===== config.mk =====
export PLATFORM = sky130hd
export DESIGN_NAME = ddr_hit_judge
export DESIGN_NICKNAME = d
export VERILOG_FILES = /design/src/rtl/ddr_hit_judge.sv
export SDC_FILE = /design/constraint.sdc
export NUM_CORES = 1
export LEC_CHECK = 0
export ABC_AREA = 1
export BUFFER_PORTS_ARGS = -buffer_cell sky130_fd_sc_hd__buf_2
export CORE_MARGIN = 1.5
export CORE_UTILIZATION = 45
export DETAILED_ROUTE_END_ITERATION = 6
export PLACE_DENSITY = 0.71
export REMOVE_ABC_BUFFERS = 1
export SLEW_MARGIN = 20
export SYNTH_ARGS = -nofsm -noshare
export SYNTH_HDL_FRONTEND = slang
export SYNTH_SLANG_ARGS = --single-unit

===== constraint.sdc =====
create_clock -name clk -period 2.5 [get_ports clk]
set_input_delay 0.5 -clock clk [delete_from_list [all_inputs] [get_ports clk]]
set_output_delay 0.5 -clock clk [all_outputs]
set_load 0.05 [all_outputs]

===== src/rtl/ddr_hit_judge.sv =====
// ddr_hit_judge: judges button presses against the displayed arrow once per
// metronome beat and keeps score, combo and max combo for the display.
module ddr_hit_judge #(
  parameter int NUM_ARROWS_BITS = 4,
  parameter int STATE_BITS      = 1,
  parameter int STATE_GAME      = 1,
  parameter int SCORE_MAX       = 9999,
  parameter int LOAD_DELAY      = 2
) (
  input  logic                     clk,
  input  logic                     rst_n,
  input  logic                     metronome_clk,
  input  logic [STATE_BITS:0]      state,
  input  logic [NUM_ARROWS_BITS:0] cur_arrow,
  input  logic                     btn_up,
  input  logic                     btn_down,
  input  logic                     btn_left,
  input  logic                     btn_right,
  input  logic                     game_start,
  output logic [13:0]              score,
  output logic [13:0]              combo_count,
  output logic [13:0]              max_combo,
  output logic                     hit_pulse,
  output logic                     miss_pulse
);

  typedef logic [NUM_ARROWS_BITS:0] arrow_t;

  localparam logic [1:0] S_IDLE    = 2'd0;
  localparam logic [1:0] S_WAIT    = 2'd1;
  localparam logic [1:0] S_COLLECT = 2'd2;
  localparam logic [1:0] S_JUDGE   = 2'd3;

  localparam int CNT_W = (LOAD_DELAY > 1) ? $clog2(LOAD_DELAY) : 1;
  localparam logic [CNT_W-1:0] CNT_LAST = CNT_W'(LOAD_DELAY - 1);

  localparam logic [13:0] SAT = 14'(SCORE_MAX);
  localparam logic [STATE_BITS:0] GAME_CODE = STATE_GAME[STATE_BITS:0];

  localparam arrow_t A_UP    = arrow_t'(10);
  localparam arrow_t A_DOWN  = arrow_t'(11);
  localparam arrow_t A_LEFT  = arrow_t'(12);
  localparam arrow_t A_RIGHT = arrow_t'(13);
  localparam arrow_t A_UD    = arrow_t'(14);
  localparam arrow_t A_UL    = arrow_t'(15);
  localparam arrow_t A_UR    = arrow_t'(16);
  localparam arrow_t A_DL    = arrow_t'(17);
  localparam arrow_t A_DR    = arrow_t'(18);
  localparam arrow_t A_LR    = arrow_t'(19);

  // Mask bit order is {up, down, left, right}.
  function automatic logic [3:0] arrow_mask(input arrow_t a);
    case (a)
      A_UP:    return 4'b1000;
      A_DOWN:  return 4'b0100;
      A_LEFT:  return 4'b0010;
      A_RIGHT: return 4'b0001;
      A_UD:    return 4'b1100;
      A_UL:    return 4'b1010;
      A_UR:    return 4'b1001;
      A_DL:    return 4'b0110;
      A_DR:    return 4'b0101;
      A_LR:    return 4'b0011;
      default: return 4'b0000;
    endcase
  endfunction

  logic [2:0]       sync_q;
  logic [3:0]       btn_q;
  logic [1:0]       fsm_q, fsm_d;
  logic [CNT_W-1:0] cnt_q, cnt_d;
  logic [3:0]       req_q, req_d;
  logic [3:0]       press_q, press_d;
  logic [13:0]      score_q, score_d;
  logic [13:0]      combo_q, combo_d;
  logic [13:0]      max_q, max_d;
  logic             hit_q, hit_d;
  logic             miss_q, miss_d;

  logic       beat;
  logic       in_game;
  logic [3:0] btns;
  logic [3:0] rise;
  logic       judge_hit;
  logic       judge_miss;
  logic [13:0] combo_inc;
  logic [13:0] score_inc;

  always_comb begin
    beat       = sync_q[1] & ~sync_q[2];
    in_game    = (state == GAME_CODE);
    btns       = {btn_up, btn_down, btn_left, btn_right};
    rise       = btns & ~btn_q;
    // With an empty required mask any press is a miss, so both cases
    // reduce to a plain mask inequality.
    judge_hit  = (req_q != 4'b0000) && (press_q == req_q);
    judge_miss = (press_q != req_q);
    score_inc  = (score_q >= SAT) ? SAT : score_q + 14'd1;
    combo_inc  = (combo_q >= SAT) ? SAT : combo_q + 14'd1;
  end

  always_comb begin
    fsm_d   = fsm_q;
    cnt_d   = cnt_q;
    req_d   = req_q;
    press_d = press_q;
    score_d = score_q;
    combo_d = combo_q;
    max_d   = max_q;
    hit_d   = 1'b0;
    miss_d  = 1'b0;
    if (game_start) begin
      score_d = 14'd0;
      combo_d = 14'd0;
      max_d   = 14'd0;
      fsm_d   = S_IDLE;
    end else if (!in_game) begin
      fsm_d = S_IDLE;
    end else begin
      unique case (fsm_q)
        S_IDLE: begin
          if (beat) begin
            fsm_d = S_WAIT;
            cnt_d = '0;
          end
        end
        S_WAIT: begin
          if (cnt_q == CNT_LAST) begin
            req_d   = arrow_mask(cur_arrow);
            press_d = 4'b0000;
            fsm_d   = S_COLLECT;
          end else begin
            cnt_d = cnt_q + CNT_W'(1);
          end
        end
        S_COLLECT: begin
          press_d = press_q | rise;
          if (beat) fsm_d = S_JUDGE;
        end
        S_JUDGE: begin
          if (judge_hit) begin
            score_d = score_inc;
            combo_d = combo_inc;
            max_d   = (combo_inc > max_q) ? combo_inc : max_q;
            hit_d   = 1'b1;
          end else if (judge_miss) begin
            combo_d = 14'd0;
            miss_d  = 1'b1;
          end
          fsm_d = S_WAIT;
          cnt_d = '0;
        end
        default: fsm_d = S_IDLE;
      endcase
    end
  end

  always_ff @(posedge clk) begin
    if (!rst_n) begin
      sync_q  <= 3'b000;
      btn_q   <= 4'b0000;
      fsm_q   <= S_IDLE;
      cnt_q   <= '0;
      req_q   <= 4'b0000;
      press_q <= 4'b0000;
      score_q <= 14'd0;
      combo_q <= 14'd0;
      max_q   <= 14'd0;
      hit_q   <= 1'b0;
      miss_q  <= 1'b0;
    end else begin
      sync_q  <= {sync_q[1:0], metronome_clk};
      btn_q   <= btns;
      fsm_q   <= fsm_d;
      cnt_q   <= cnt_d;
      req_q   <= req_d;
      press_q <= press_d;
      score_q <= score_d;
      combo_q <= combo_d;
      max_q   <= max_d;
      hit_q   <= hit_d;
      miss_q  <= miss_d;
    end
  end

  assign score       = score_q;
  assign combo_count = combo_q;
  assign max_combo   = max_q;
  assign hit_pulse   = hit_q;
  assign miss_pulse  = miss_q;

endmodule


==> qor.csv <==
stage,metric,value,unit
sta,Least-Margin Pin Slew,537,ps
routing,Initial DRC Count,216,
critical_path,Crit path buffers/inverters,6,
placement,GP Congestion,0.864,
die,Die ar.,0.00888,mm²
sta,final hold slack,346,ps
die,Die H,94.2,µm
critical_path,critical path arrival,2920,ps
hold_path,hold depth,3,
critical_path,reg2reg start,combo_count[1],
grt,gr ovfl total,0,
grt,largest net degree at the start of global routing,16,
layout,Post-Layout Cell Count,787,
critical_path,Crit. End Element,flop,
yosys,"flops & latches, synth",62,
power_and_ir_drop,worst vdd ir,298,µV
yosys,Synth Area per Inst,6.70,µm²
power_and_ir_drop,pwr/cell area,361,mW/mm²
routing,Post-Route WL,10.2,mm
placement,Post-DP Area,0.00447,mm²
layout,Finished Cell Area,0.00503,mm²
layout,Reg area,0.00125,mm²
yosys,"Seq/Total Area, Yosys",33.1,%
yosys,"Cell Area, Synth",0.00375,mm²
run_status,failing checks,setup timing,
layout,final net count,719,
run_status,status,"complete, but fails checks",
power_and_ir_drop,Leak Pwr,2.41,nW
layout,fillers,710,
die,Starting Density,46.1,%
clocking,clock-pin slew on the worst setup and hold paths,70,ps
sta,Peak Freq,376,MHz
sta,fin crit share,106,%
critical_path,"CP delay by family, top",simple AND/OR/NAND/NOR gates,
critical_path,worst stage delay on the critical path,350,ps
die,Row Count,33,
critical_path,startpoint types,flop,
placement,Place WS,-260,ps
routing,routed vias/inst,4.98,
layout,final core utilization,61.8,%
die,I/O Pins,59,
sta,Slew HR,64.2,%
sta,clk_skew,10.8,ps
critical_path,stages on the worst setup path,19,
yosys,Netlist cell types,34,
routing,DR DRC count,0,
layout,area of the multi-input gates,0.00229,mm²
grt,antenna violations before repair,0,
layout,share of cells above drive strength 1,31.4,%
clocking,clock buffers created by TritonCTS,9,
clocking,CTS tree,done,
job,Max-Cap Viols,0,
yosys,Synth async-reset ratio,0,%
routing,drt wl/cell,13.0,µm
critical_path,CP cell instances,"buf_4, nand2_4, nor2_4, nand3_1, buf_4, buf_4, o21ai_2, ha_1, nand2_1, inv_1, nand2_1, nand2_1, a21oi_4, nand2_4, buf_6, buf_6, nand2_4, nand2_2, a21oi_2",
placement,placed instance count,759,
sta,Final min period,2660,ps
critical_path,CP startpoint,combo_count[1],
sta,unrepaired setup endpoints after global routing,true,
sta,final hold vios,0,
grt,GRT Total Usage,23.2,%
yosys,synth warn,0,
yosys,Post-synth top cells,"132 x nand2_1, 93 x inv_1, 68 x nor2_1, 62 x dfxtp_1, 42 x nand3_1",
critical_path,CP max-delay cell,dfxtp_2,
grt,vias in the first global route,3619,
yosys,post-synth top area share,33.1,%
clocking,# H-tree levels,3,
clocking,CTS hold repair buffers,0,
clocking,clk_lat worst skew,340,ps
placement,IO buf count,58,
routing,Final ANT Viol Nets,0,
clocking,deepest clock path buffer count,2,
yosys,number of synthesized flops with an enable pin,0,
critical_path,worst-path maximum fanout,3,
grt,global-route wire length before repair,16.3,mm
sta,Setup WS post-layout,-159,ps
die,die extent in x,94.2,µm
layout,ANT cells,0,
critical_path,WS Path Type,reg2reg,
clocking,Root Buffer,clkbuf_8,
die,Core Area,0.00813,mm²
layout,P&R area growth vs syn,34.2,%
yosys,Main synth FF type,dfxtp_1,
yosys,most frequent cell after synthesis,nand2_1,
hold_path,Worst Hold Launch,metronome_clk,
sta,final setup vio count,14,
yosys,cell taking the most area after synthesis,dfxtp_1,
critical_path,Critical Path RT,2770,ps
routing,vias after detailed routing,3921,
sta,Final Max Tran Viols,0,
hold_path,Worst Hold Class,in2reg,
critical_path,R2R cell count,19,
yosys,cell count after synthesis,559,
critical_path,r2r setup slk,-160,ps
placement,detailed placement HPWL,6.91,mm
yosys,Area contributors post-synth,"dfxtp_1 33%, nand2_1 13%, inv_1 9.3%",
clocking,Clock Sinks,62,
routing,drt pass-1 iters,4,
worst paths after layout:
check,endpoint
setup / recovery,max_combo[13]
hold / removal,sync_q[0]
setup reg to reg,max_combo[13]
hold reg to reg,sync_q[1]
through the flow:
stage / total power [W] / TNS (ps)
6_report: 0.00181 / -1910
5_1_grt: 0.00188 / -4600
4_1_cts: 0.00183 / -160
3_5_place_dp: 0.00109 / -2510
3_3_place_gp: 0.00108 / -839
2_1_floorplan: 0.00106 / -8100
layout make-up:
cell class | count | share of cell area (%)
clock inverters | 4 | 0.473
flip-flops and latches | 62 | 24.9
inverters | 98 | 7.41
multi-input cells | 389 | 45.6
repair buffers | 118 | 16.2
well taps | 105 | 2.61
clock buffers | 11 | 2.81
where the power goes:
part / internal, W / total [W] / switching (W)
sequential: 0.000992 / 0.000994 / 0.00000168
clock: 0.000378 / 0.000753 / 0.000375
combinational: 0.0000235 / 0.0000683 / 0.0000448
repair_timing:
item,in CTS,in global routing
gates cloned,3,0
pin swaps,8,13
buffers inserted,8,2
endpoints found under the hold margin,0,0
endpoints found under the setup margin,14,14
resized for setup,55,20
cell families (layout without fill, tap and decap cells):
logic type / after synthesis / in the layout / share of synthesized area (%)
AO/OA/AOI/OAI: 75 / 75 / 11.3
flip-flops: 62 / 62 / 33.1
XOR/XNOR: 8 / 8 / 1.87
adder cells (fa/ha/maj): 26 / 26 / 8.68
AND/OR/NAND/NOR: 279 / 280 / 33.4
buffers and inverters: 109 / 231 / 11.6
sequential cells by signal (all words and copies together) (netlist names):
name,count
btn_q,4
cnt_q,1
combo_count,14
fsm_q,2
hit_pulse,1
max_combo,14
miss_pulse,1
press_q,4
req_q,4
score,14
sync_q,3
worst min-delay path: cells and delay by family:
kind / cells / cell delay (ps)
buffers and inverters: 2 / 110
and+or+nand+nor: 1 / 40
per-layer routing:
layer  routed length (µm)  vias up  track usage (%)  part of all wire, %
met4                  187        0             8.71                  1.8
met1                 4540     1771             29.0                   44
met2                 5030      112             39.8                   49
met5                    0        -                0                    0
li1                     -     2019                -                    -
met3                  441       19             3.80                  4.3
cells in the final DEF (no fill, tap or decap), types with 10 or more instances in the layout:
cell type  instances
a21oi_1           22
a21oi_2           13
buf_2             58
buf_4             51
clkbuf_8          10
dfxtp_1           55
ha_1              25
inv_1             91
nand2_1          122
nand3_1           34
nand4_1           11
nor2_1            57
nor2_2            12
nor2_4            10
o21ai_0           15
o22ai_1           13
(Power assumes the default switching activity.)
